===== config.mk =====
export PLATFORM = sky130hd
export DESIGN_NAME = pc_unit
export DESIGN_NICKNAME = d
export VERILOG_FILES = /design/src/rtl/pc_unit.sv
export SDC_FILE = /design/constraint.sdc
export NUM_CORES = 1
export LEC_CHECK = 0
export BUFFER_PORTS_ARGS = -buffer_cell sky130_fd_sc_hd__buf_2
export CORE_MARGIN = 5
export CORE_UTILIZATION = 30
export CTS_CLUSTER_SIZE = 14
export DETAILED_ROUTE_END_ITERATION = 12
export GPL_TIMING_DRIVEN = 1
export SYNTH_ARGS = -nofsm -noshare
export SYNTH_HDL_FRONTEND = slang
export SYNTH_SLANG_ARGS = --single-unit

===== constraint.sdc =====
create_clock -name clk -period 3.3 [get_ports clk]
set_clock_uncertainty 0.05 [all_clocks]
set_input_delay 0.66 -clock clk [delete_from_list [all_inputs] [get_ports clk]]
set_output_delay 0.66 -clock clk [all_outputs]
set_load 0.02 [all_outputs]

===== src/rtl/pc_unit.sv =====
// Program counter for the MIPS fetch stage. It supports prioritised redirects,
// 4-byte alignment checking and a circular return-address stack.
module pc_unit #(
  parameter int               WIDTH        = 32,
  parameter logic [WIDTH-1:0] RESET_VECTOR = WIDTH'(32'h0000_0000),
  parameter logic [WIDTH-1:0] EXC_VECTOR   = WIDTH'(32'h0000_0180),
  parameter int               RAS_DEPTH    = 4
) (
  input  logic             clk,
  input  logic             rst_n,
  input  logic             stall,
  input  logic             exception,
  input  logic             jump,
  input  logic [WIDTH-1:0] jump_target,
  input  logic             call,
  input  logic             ret,
  input  logic             branch,
  input  logic [WIDTH-1:0] branch_offset,
  input  logic             pc_write,
  input  logic [WIDTH-1:0] pc_write_value,
  output logic [WIDTH-1:0] pc,
  output logic [WIDTH-1:0] pc_plus4,
  output logic             ras_empty,
  output logic             ras_full,
  output logic             ras_overflow,
  output logic             ras_underflow,
  output logic             misaligned
);

  localparam int PTR_W = (RAS_DEPTH > 1) ? $clog2(RAS_DEPTH) : 1;
  localparam int CNT_W = $clog2(RAS_DEPTH + 1);
  localparam logic [CNT_W-1:0] CNT_MAX = CNT_W'(RAS_DEPTH);

  logic [WIDTH-1:0] pc_q, pc_d;
  logic [PTR_W-1:0] ptr_q, ptr_d, ptr_inc;
  logic [CNT_W-1:0] cnt_q, cnt_d;
  logic [WIDTH-1:0] ras_q [RAS_DEPTH];
  logic [WIDTH-1:0] ras_d [RAS_DEPTH];
  logic             ovf_q, ovf_d;
  logic             unf_q, unf_d;
  logic             mis_q, mis_d;
  logic [WIDTH-1:0] raw_target;
  logic             load_target;

  assign pc_plus4      = pc_q + WIDTH'(4);
  assign pc            = pc_q;
  assign ras_empty     = (cnt_q == '0);
  assign ras_full      = (cnt_q == CNT_MAX);
  assign ras_overflow  = ovf_q;
  assign ras_underflow = unf_q;
  assign misaligned    = mis_q;
  assign ptr_inc       = ptr_q + PTR_W'(1);

  always_comb begin
    pc_d        = pc_q;
    ptr_d       = ptr_q;
    cnt_d       = cnt_q;
    ras_d       = ras_q;
    ovf_d       = ovf_q;
    unf_d       = unf_q;
    mis_d       = 1'b0;
    raw_target  = '0;
    load_target = 1'b0;

    if (exception) begin
      pc_d = EXC_VECTOR;
    end else if (stall) begin
      pc_d = pc_q;
    end else if (ret) begin
      if (cnt_q == '0) begin
        pc_d  = pc_plus4;
        unf_d = 1'b1;
      end else begin
        // Popped slots are zeroed so unused entries never hold stale data.
        raw_target    = ras_q[ptr_q];
        load_target   = 1'b1;
        ras_d[ptr_q]  = '0;
        ptr_d         = ptr_q - PTR_W'(1);
        cnt_d         = cnt_q - CNT_W'(1);
      end
    end else if (jump) begin
      raw_target  = jump_target;
      load_target = 1'b1;
      if (call) begin
        // When full, ptr_inc lands on the oldest entry and overwrites it.
        ptr_d          = ptr_inc;
        ras_d[ptr_inc] = pc_plus4;
        if (cnt_q == CNT_MAX) ovf_d = 1'b1;
        else                  cnt_d = cnt_q + CNT_W'(1);
      end
    end else if (branch) begin
      raw_target  = pc_q + branch_offset;
      load_target = 1'b1;
    end else if (pc_write) begin
      raw_target  = pc_write_value;
      load_target = 1'b1;
    end else begin
      pc_d = pc_plus4;
    end

    if (load_target) begin
      pc_d  = {raw_target[WIDTH-1:2], 2'b00};
      mis_d = |raw_target[1:0];
    end
  end

  always_ff @(posedge clk or negedge rst_n) begin
    if (!rst_n) begin
      pc_q  <= RESET_VECTOR;
      ptr_q <= '0;
      cnt_q <= '0;
      ovf_q <= 1'b0;
      unf_q <= 1'b0;
      mis_q <= 1'b0;
      for (int i = 0; i < RAS_DEPTH; i++) ras_q[i] <= '0;
    end else begin
      pc_q  <= pc_d;
      ptr_q <= ptr_d;
      cnt_q <= cnt_d;
      ovf_q <= ovf_d;
      unf_q <= unf_d;
      mis_q <= mis_d;
      for (int i = 0; i < RAS_DEPTH; i++) ras_q[i] <= ras_d[i];
    end
  end

endmodule


# Word-level counts from Yosys, hierarchy flattened
# Index checks and enable logic that the tools add are counted.
[word_totals] ff_bits=168 output_inout_bits=69
[op_classes] add_sub_neg=6 n_lt_le_gt_ge=4 n_eq_ne=8 muxes=44 n_bitwise=7 reduce_logical=11
[ops] op="2-to-1 mux 32 bit" count=19
[ops] op="2-to-1 mux 128 bit" count=4
[ops] op="bitwise AND 128 bit" count=1
[ops] op="bitwise mux 128 bit" count=1
[ops] op="demux 32 bit (select 2 bit)" count=2
[ops] op="NOT 128 bit" count=1
[ops] op="binary-select mux 32 bit (select 2 bit)" count=1
[ops] op="adder 32 x 3 -> 32 bit (second input constant)" count=1
[ops] op="adder 32 bit" count=1
[ops] op="2-to-1 mux 3 bit" count=5
[ops] op="AND reduction 6 bit" count=2
[ops] op="AND reduction 5 bit" count=2
[ops] op="2-to-1 mux 1 bit" count=8
[ops] op="2-to-1 mux 2 bit" count=4
[ops] op="inequality test 4 x 2 -> 1 bit (second input constant)" count=2
[ops] op="inequality test 4 x 3 -> 1 bit (second input constant)" count=2
[ops] op="greater-or-equal comparator 3 bit (second input constant)" count=2
[ops] op="< comparator 3 x 1 -> 1 bit (second input constant)" count=2
[ops] op="NOT 2 -> 3 bit" count=2
[ops] op="inequality test 2 bit (second input constant)" count=2
[ops] op="AND reduction 4 bit" count=1
[ops] op="nonzero test 2 bit" count=2
[ops] op="adder 3 x 1 -> 3 bit (second input constant)" count=1
[ops] op="== test 3 bit (second input constant)" count=1
[ops] op="8 further kinds" count=11

# Longest topological paths before layout
# Gate-level depths: netlist (run 1).
[logic_depth] ltp_word=10 depth_mapped=10 ltp_nobuf=10

# Worst setup path after synthesis (run 1)
# Ideal clock, no wire load.
[synth_timing] path_kind="in2reg" start="input branch_offset[6]" end="register pc_q[29], in the netlist pc[29]" setup_time_ps=111 arrival_time_ps=2880 setup_slack_ps=259 stages=10 n_path_buf=0 cell_sequence="ha_1 -> and2_4 -> nand3_2 -> a211oi_2 -> nor2_1 -> o2111a_1 -> or4b_4 -> a21oi_2 -> o21ai_1 -> a2111oi_2"
[synth_via] elab_chain_len=7
[synth_rtl] item="start: declaration" line_no="18" source="input logic [WIDTH-1:0] branch_offset,"
[synth_rtl] item="adder 32 bit" line_no="92" source="raw_target = pc_q + branch_offset;"
[synth_rtl] item="2-to-1 mux 32 bit" line_no="91" source="end else if (branch) begin"
[synth_rtl] item="2-to-1 mux 32 bit" line_no="81" source="end else if (jump) begin"
[synth_rtl] item="2-to-1 mux 32 bit" line_no="69" source="end else if (ret) begin"
[synth_rtl] item="2-to-1 mux 32 bit" line_no="67" source="end else if (stall) begin"
[synth_rtl] item="2-to-1 mux 32 bit" line_no="65" source="if (exception) begin"
[synth_rtl] item="2-to-1 mux 32 bit" line_no="101" source="if (load_target) begin"
[synth_rtl] item="end signal: assignment" line_no="117" source="pc_q <= pc_d;"
[synth_rtl] item="end: declaration" line_no="34" source="logic [WIDTH-1:0] pc_q, pc_d;"
# No other way between the ends.
# A chain may end at the register's enable or synchronous reset.

# Final worst setup path (run 1)
[layout_timing] start="register pc_q[3], in the netlist pc[3]" end="output pc_plus4[26]"
[layout_via] elab_chain_len=1
[layout_rtl] item="adder 32 x 3 -> 32 bit" line_no="45" source="assign pc_plus4 = pc_q + WIDTH'(4);"
[layout_rtl] item="end: declaration" line_no="22" source="output logic [WIDTH-1:0] pc_plus4,"
# No other way between the ends.

==> results of run 1 <==
## sequential cells by signal, indices dropped and copies added (netlist names)
signal	count
misaligned	1
cnt_q	3
ptr_q	2
ras_overflow	1
ras_q	128
ras_underflow	1
pc	30
## metal layers
metal | global-route usage, % | up-vias
li1 | - | 4451
met1 | 27.1 | 4735
met2 | 30.6 | 383
met3 | 4.47 | 41
met4 | 5.32 | 0
met5 | 0 | -
## logic make-up (layout without fill, tap and decap cells)
kind of cell / count (synthesis) / after routing
AND/OR/NAND/NOR: 362 / 362
AO/OA/AOI/OAI: 360 / 360
flip-flops: 166 / 166
buffers and inverters: 117 / 340
XOR/XNOR: 52 / 52
adder cells (fa/ha/maj): 35 / 35
multiplexers: 33 / 33
other: 1 / 4
## cells in the mapped netlist, types with 11 or more instances
| cell | number |
|---|---|
| nand3_1 | 22 |
| a21oi_1 | 67 |
| mux4_2 | 30 |
| and2_1 | 13 |
| nand2_1 | 190 |
| xor2_1 | 28 |
| o21ai_0 | 172 |
| a21o_1 | 13 |
| dfrtp_1 | 166 |
| a221oi_1 | 17 |
| clkbuf_1 | 62 |
| nor2b_1 | 11 |
| xnor2_1 | 24 |
| nor3_1 | 23 |
| a211oi_1 | 20 |
| inv_1 | 46 |
| ha_1 | 34 |
| nor2_1 | 53 |
## stage by stage
| stage | util (%) | instances | hold WS (ns) |
|---|---|---|---|
| 6_report | 38.5 | 1794 | 0.189 |
| 5_1_grt | 38.5 | 1794 | 0.241 |
| 4_1_cts | 38.3 | 1793 | 0.207 |
| 3_5_place_dp | 36.3 | 1761 | 0.391 |
| 3_3_place_gp | 36.3 | 1761 | 0.388 |
| 2_1_floorplan | - | 1129 | 0.314 |
## final timing paths
kind                               start             to  slack, ns
min in group clk           ras_underflow  ras_underflow       0.42
max reg2reg                        pc[3]         pc[29]       0.27
min reg2reg                ras_underflow  ras_underflow       0.42
max in group asynchronous          rst_n          pc[9]       2.19
min                                rst_n      ras_q[27]       0.19
max                                pc[3]   pc_plus4[26]       0.03
## power breakdown
part           switching [mW]  leakage [nW]  total (mW)  internal, mW
combinational            1.20          3.37        2.06         0.866
clock                   0.905         0.297        2.09          1.18
sequential              0.259          2.26        2.56          2.30
total                    2.36          5.93        6.71          4.35
## layout make-up
class / count / area, µm²
flip-flops and latches: 166 / 4160
fillers: 3342 / 20100
well taps: 442 / 553
multi-input cells: 846 / 5540
clock buffers: 19 / 453
inverters: 46 / 173
repair buffers: 262 / 1560
clock inverters: 13 / 158
## what timing repair did
item	4_1_cts	5_1_grt
buffers inserted	0	1
pin swaps	0	1
endpoints found under the setup margin	9	13
resized for setup	8	12
==> reports/metrics.cfg, run 1 <==
[route]
routed_wl_mm = 36.5
top_layer_used = met4
first_pass_iters = 5
vias_per_cell = 5.36
first_iter_violations = 776
wl_met2_mm = 16.6
wl_met3_mm = 3.03
wl_per_cell_um = 20.4
antenna_left = 0
met1_length_mm = 16.2
drc = 0
num_vias = 9610

[setup_path]
cpMaxStageDelayCell = dfrtp_1
critPathMaxFanout = 6
critPathLaunchType = register
end_kind = primary output
cp_num_cells = 10
crit_arrival_ns = 2.56
path_cells = buf_4 -> ha_1 -> nand3_1 -> nor2_1 -> nand3_1 -> inv_1 -> nand3_1 -> xor2_1 -> inv_1 -> buf_2
critPathBufInv = 4
worstSetupPathType = register to primary output
worstPathRequired_ns = 2.59
reg2reg_depth = 10
max_stage_delay_ns = 0.36
cpMostUsedCell = nand3_1
cp_top_family = simple AND/OR/NAND/NOR gates

[power_and_ir_drop]
ir_drop_v = 0.000341
power_mw = 6.71
cellPowerDensity_mw_per_mm2 = 533
leakagePower_nw = 5.93

[timing]
finalCritPeriodShare_pct = 99.1
tightest_slew_ns = 0.924
fin_ws_ns = 0.0303
setup_violations = 0
fin_setup_tns_ns = 0
hold_viol_final = 0
clock.fmax_mhz = 306
report.final.slew_viol_count = 0
grt_setup_unrepaired = yes
relSlewSlack_pct = 37.9
period_minus_slack_ns = 3.27

[logic_synthesis]
synth-compound-area-share_pct = 21.6
synth_top_family_by_area = compound AO/OA/AOI/OAI gates
post-synth-top-area-fraction_pct = 41.5
yosys.area.top_type = dfrtp_1
muxShareOfSynthArea_pct = 7.05
dominantRegCellSynth = dfrtp_1
syn_area_per_cell_um2 = 8.89
yosys.area_share.simple_pct = 16.3
synth_enable_flop_cells = 0
synth_area_mm2 = 0.0100
ys_seq_area_share_pct = 41.5
ys_seq_elements = 166
synth_area_leaders = dfrtp_1 (42%), o21ai_0 (8.6%), nand2_1 (7.1%)
yosys_warnings = 0
synth_xor_area_share_pct = 4.55
postSynthCellCount = 1126
synth_cell_type_count = 68
async_flop_share_pct = 100
yosys.area_share.adder_pct = 4.45

[hold_path]
min_path_type = input port to asynchronous set/reset pin

[grt]
track_usage_pct = 19.5
grt_pass1_wl_mm = 55.6
grt_pass1_vias = 9542
antenna_found_initial = 0
grt_max_degree = 68
grt_overflow = 0

[clock_tree]
clkTransAtPathRegs_ns = 0.07
h-tree-depth = 4
cts_hold_buf = 0
cts_tree = yes
clkLatencyLatePin_ns = 0.44
cts-buffers-inserted = 17
cts_root_buf = clkbuf_16
clock_path_buffers = 2
cts_sinks = 166

[final_layout]
final_cell_area_mm2 = 0.0126
area_growth_pct = 25.9
final_nets = 1479
antenna_cells = 0
final_cell_mix = nand2_1 (190), o21ai_0 (172), buf_2 (168)
layout-drive-gt1-share_pct = 26.7
final_common_cell = nand2_1

[place]
dp.final_hpwl_mm = 27.2
post_dp_cell_area_mm2 = 0.0119
post-place-ws_ns = -0.107
io_buffers = 169
place.gp.congestion = 0.886

[die]
dieArea_mm2 = 0.0371
die_h_um = 193
die_w_um = 193
rows = 66
pin_count = 174
core-area_mm2 = 0.0327
start_util_pct = 30.6

[flow_run]
drv_cap = 0

[outcome]
status = finished clean

Power figures use the tool's default switching activity.
==> inputs of run 2 (changes only) <==
==> constraint.sdc (replaced) <==
create_clock -name clk -period 3.7 [get_ports clk]
set_clock_uncertainty 0.05 [all_clocks]
set_input_delay 0.74 -clock clk [delete_from_list [all_inputs] [get_ports clk]]
set_output_delay 0.74 -clock clk [all_outputs]
set_load 0.02 [all_outputs]
==> run 2 against run 1 <==
Via count decreased by 1.1%. Clock power is 12% lower. Critical path type unchanged. Highest routed layer is now met5. Worst hold slack improved by 0.15 ns. Power down 12%.
==> reports/metrics.cfg, run 2 (synthesized netlist as in run 1, its figures left out) <==
[setup_path]
end_kind = primary output  ; unchanged
r2r_end = pc[29]  ; unchanged
worstSetupPathType = register to primary output  ; unchanged
critPathLaunchType = register  ; unchanged
crit_path_end = pc_plus4[20]  ; was pc_plus4[26]
reg2reg_depth = 10  ; unchanged
worst_r2r_startpoint = pc[3]  ; unchanged
critPathMaxFanout = 11  ; was 6
crit_arrival_ns = 2.75  ; was 2.56 ns
r2r_slack_ns = 0.52  ; was 0.27 ns
worstPathRequired_ns = 2.91  ; was 2.59 ns
cp-startpoint = pc[2]  ; was pc[3]

[route]
vias_per_cell = 5.40  ; was 5.36
first_iter_violations = 812  ; was 776
routed_wl_mm = 36.5  ; about the same
num_vias = 9502  ; was 9610
first_pass_iters = 7  ; was 5
drc = 0  ; unchanged
wl_per_cell_um = 20.7  ; was 20.4 µm
antenna_left = 0  ; unchanged

[final_layout]
largest_register_ffs = 128  ; unchanged
utilization_pct = 37.5  ; was 38.5%
nFillCells = 3364  ; was 3342
final_nets = 1444  ; was 1479
final_common_cell = nand2_1  ; unchanged
regArea_mm2 = 0.00416  ; about the same
top_register = ras_q  ; unchanged
final_cell_mix = nand2_1 (190), o21ai_0 (172), buf_2 (168)  ; unchanged
layout-drive-gt1-share_pct = 23.8  ; was 26.7%
multiInputGateArea_mm2 = 0.00547  ; was 0.00554 mm²
area_growth_pct = 22.5  ; was 25.9%

[timing]
period_minus_slack_ns = 3.54
holdWs_ns = 0.342  ; was 0.189 ns
hold_viol_final = 0  ; unchanged
fin_setup_tns_ns = 0  ; unchanged
report.final.slew_viol_count = 0  ; unchanged
tightest_slew_ns = 0.871  ; was 0.924 ns
relSlewSlack_pct = 41.9  ; was 37.9%
finalCritPeriodShare_pct = 95.7
grt_setup_unrepaired = yes  ; unchanged
clock.fmax_mhz = 282
setup_violations = 0  ; unchanged

[place]
place.gp.congestion = 0.959  ; was 0.886
dp.final_hpwl_mm = 27.1  ; was 27.2 mm
io_buffers = 169  ; unchanged

[clock_tree]
cts_sinks = 166  ; unchanged
clock_path_buffers = 2  ; unchanged
cts_root_buf = clkbuf_16  ; unchanged
cts-buffers-inserted = 17  ; unchanged
cts_hold_buf = 0  ; unchanged
h-tree-depth = 4  ; unchanged
clkLatencyLatePin_ns = 0.43  ; was 0.44 ns
cts_tree = yes  ; unchanged
clkTransAtPathRegs_ns = 0.07  ; about the same

[die]
rows = 66  ; unchanged
die_w_um = 193  ; unchanged
core-area_mm2 = 0.0327  ; unchanged
start_util_pct = 30.6  ; unchanged
pin_count = 174  ; unchanged
die_h_um = 193  ; unchanged
dieArea_mm2 = 0.0371  ; unchanged

[hold_path]
min_path_type = input port to asynchronous set/reset pin  ; unchanged

[grt]
grtUsageMet1_pct = 26.8  ; was 27.1%
use_met2_pct = 30.8  ; was 30.6%
grt.met3_usage_pct = 4.61  ; was 4.47%
grt_pass1_vias = 9284  ; was 9542
antenna_found_initial = 2  ; was 0
grt_max_degree = 93  ; was 68
grt_overflow = 0  ; unchanged
grt_pass1_wl_mm = 55.5  ; was 55.6 mm
track_usage_pct = 19.4  ; was 19.5%
grt_busiest_layer = met2  ; unchanged

[power_and_ir_drop]
leakagePower_nw = 5.74  ; was 5.93 nW
cellPowerDensity_mw_per_mm2 = 481  ; was 533 mW/mm²
ir_drop_v = 0.000352  ; was 0.000341 V
power_mw = 5.90  ; was 6.71 mW

[outcome]
status = finished clean  ; unchanged

[flow_run]
drv_cap = 0  ; unchanged

## run 2: cell count changes in the layout (fill, tap and decap cells not counted), sizes merged
cell / delta
buf: -35
inv: -4
clkinv: +3
clkbuf: +1
diode: +1
## run 2: worst max-delay path: stages (launching register included)
cell and delay (ns):
dfrtp_2 0.50, ha_1 0.32, nand3_1 0.17, nor3_1 0.06, buf_4 0.17, and2_1 0.19, xnor2_1 0.49, inv_1 0.20
buf_2 0.21
## run 2: layout make-up
cell class,instances,share of cell area [%]
timing repair buffer,227,10.6
multi-input combinational,846,44.6
inverter,46,1.41
sequential,166,33.9
tap,442,4.51
clock buffer,20,3.81
antenna,1,0.0204
clock inverter,12,1.15
## run 2: report_power, final
group / internal, mW / switching (mW)
clock network: 1.06 / 0.782
registers: 2.05 / 0.248
logic: 0.718 / 1.04
total: 3.83 / 2.07
## run 2: per-stage QoR
| stage | cells | setup slack [ns] | instance area, µm² |
|---|---|---|---|
| 2_1_floorplan | 1129 | 0.579 | 10000 |
| 3_3_place_gp | 1727 | 0.187 | 11600 |
| 3_5_place_dp | 1727 | 0.180 | 11600 |
| 4_1_cts | 1759 | 0.0694 | 12200 |
| 5_1_grt | 1760 | -0.0139 | 12300 |
| 6_report | 1760 | 0.158 | 12300 |
## run 2: how the worst min path moves through the flow
stage	startpoint	to	slack, ns	depth (start not counted)
floorplan	rst_n	cnt_q[0]	0.39	0
global placement	ras_overflow	ras_overflow	0.39	1
detailed placement	ras_overflow	ras_overflow	0.39	1
CTS	rst_n	ras_q[95]	0.37	1
global route	rst_n	ras_q[63]	0.40	1
finish	rst_n	ras_q[63]	0.34	1
## run 2: what timing repair did
item / 4_1_cts / 5_1_grt
gates resized for setup: 2 / 4
endpoints found under the setup margin: 2 / 3
pin swaps: 0 / 0
buffers inserted: 0 / 0
## run 2: per-layer routing
layer / vias to the layer above / routed length, µm
met1: 4677 / 16300
met3: 55 / 2790
li1: 4380 / -
met5: - / 13
met4: 2 / 680
met2: 388 / 16700
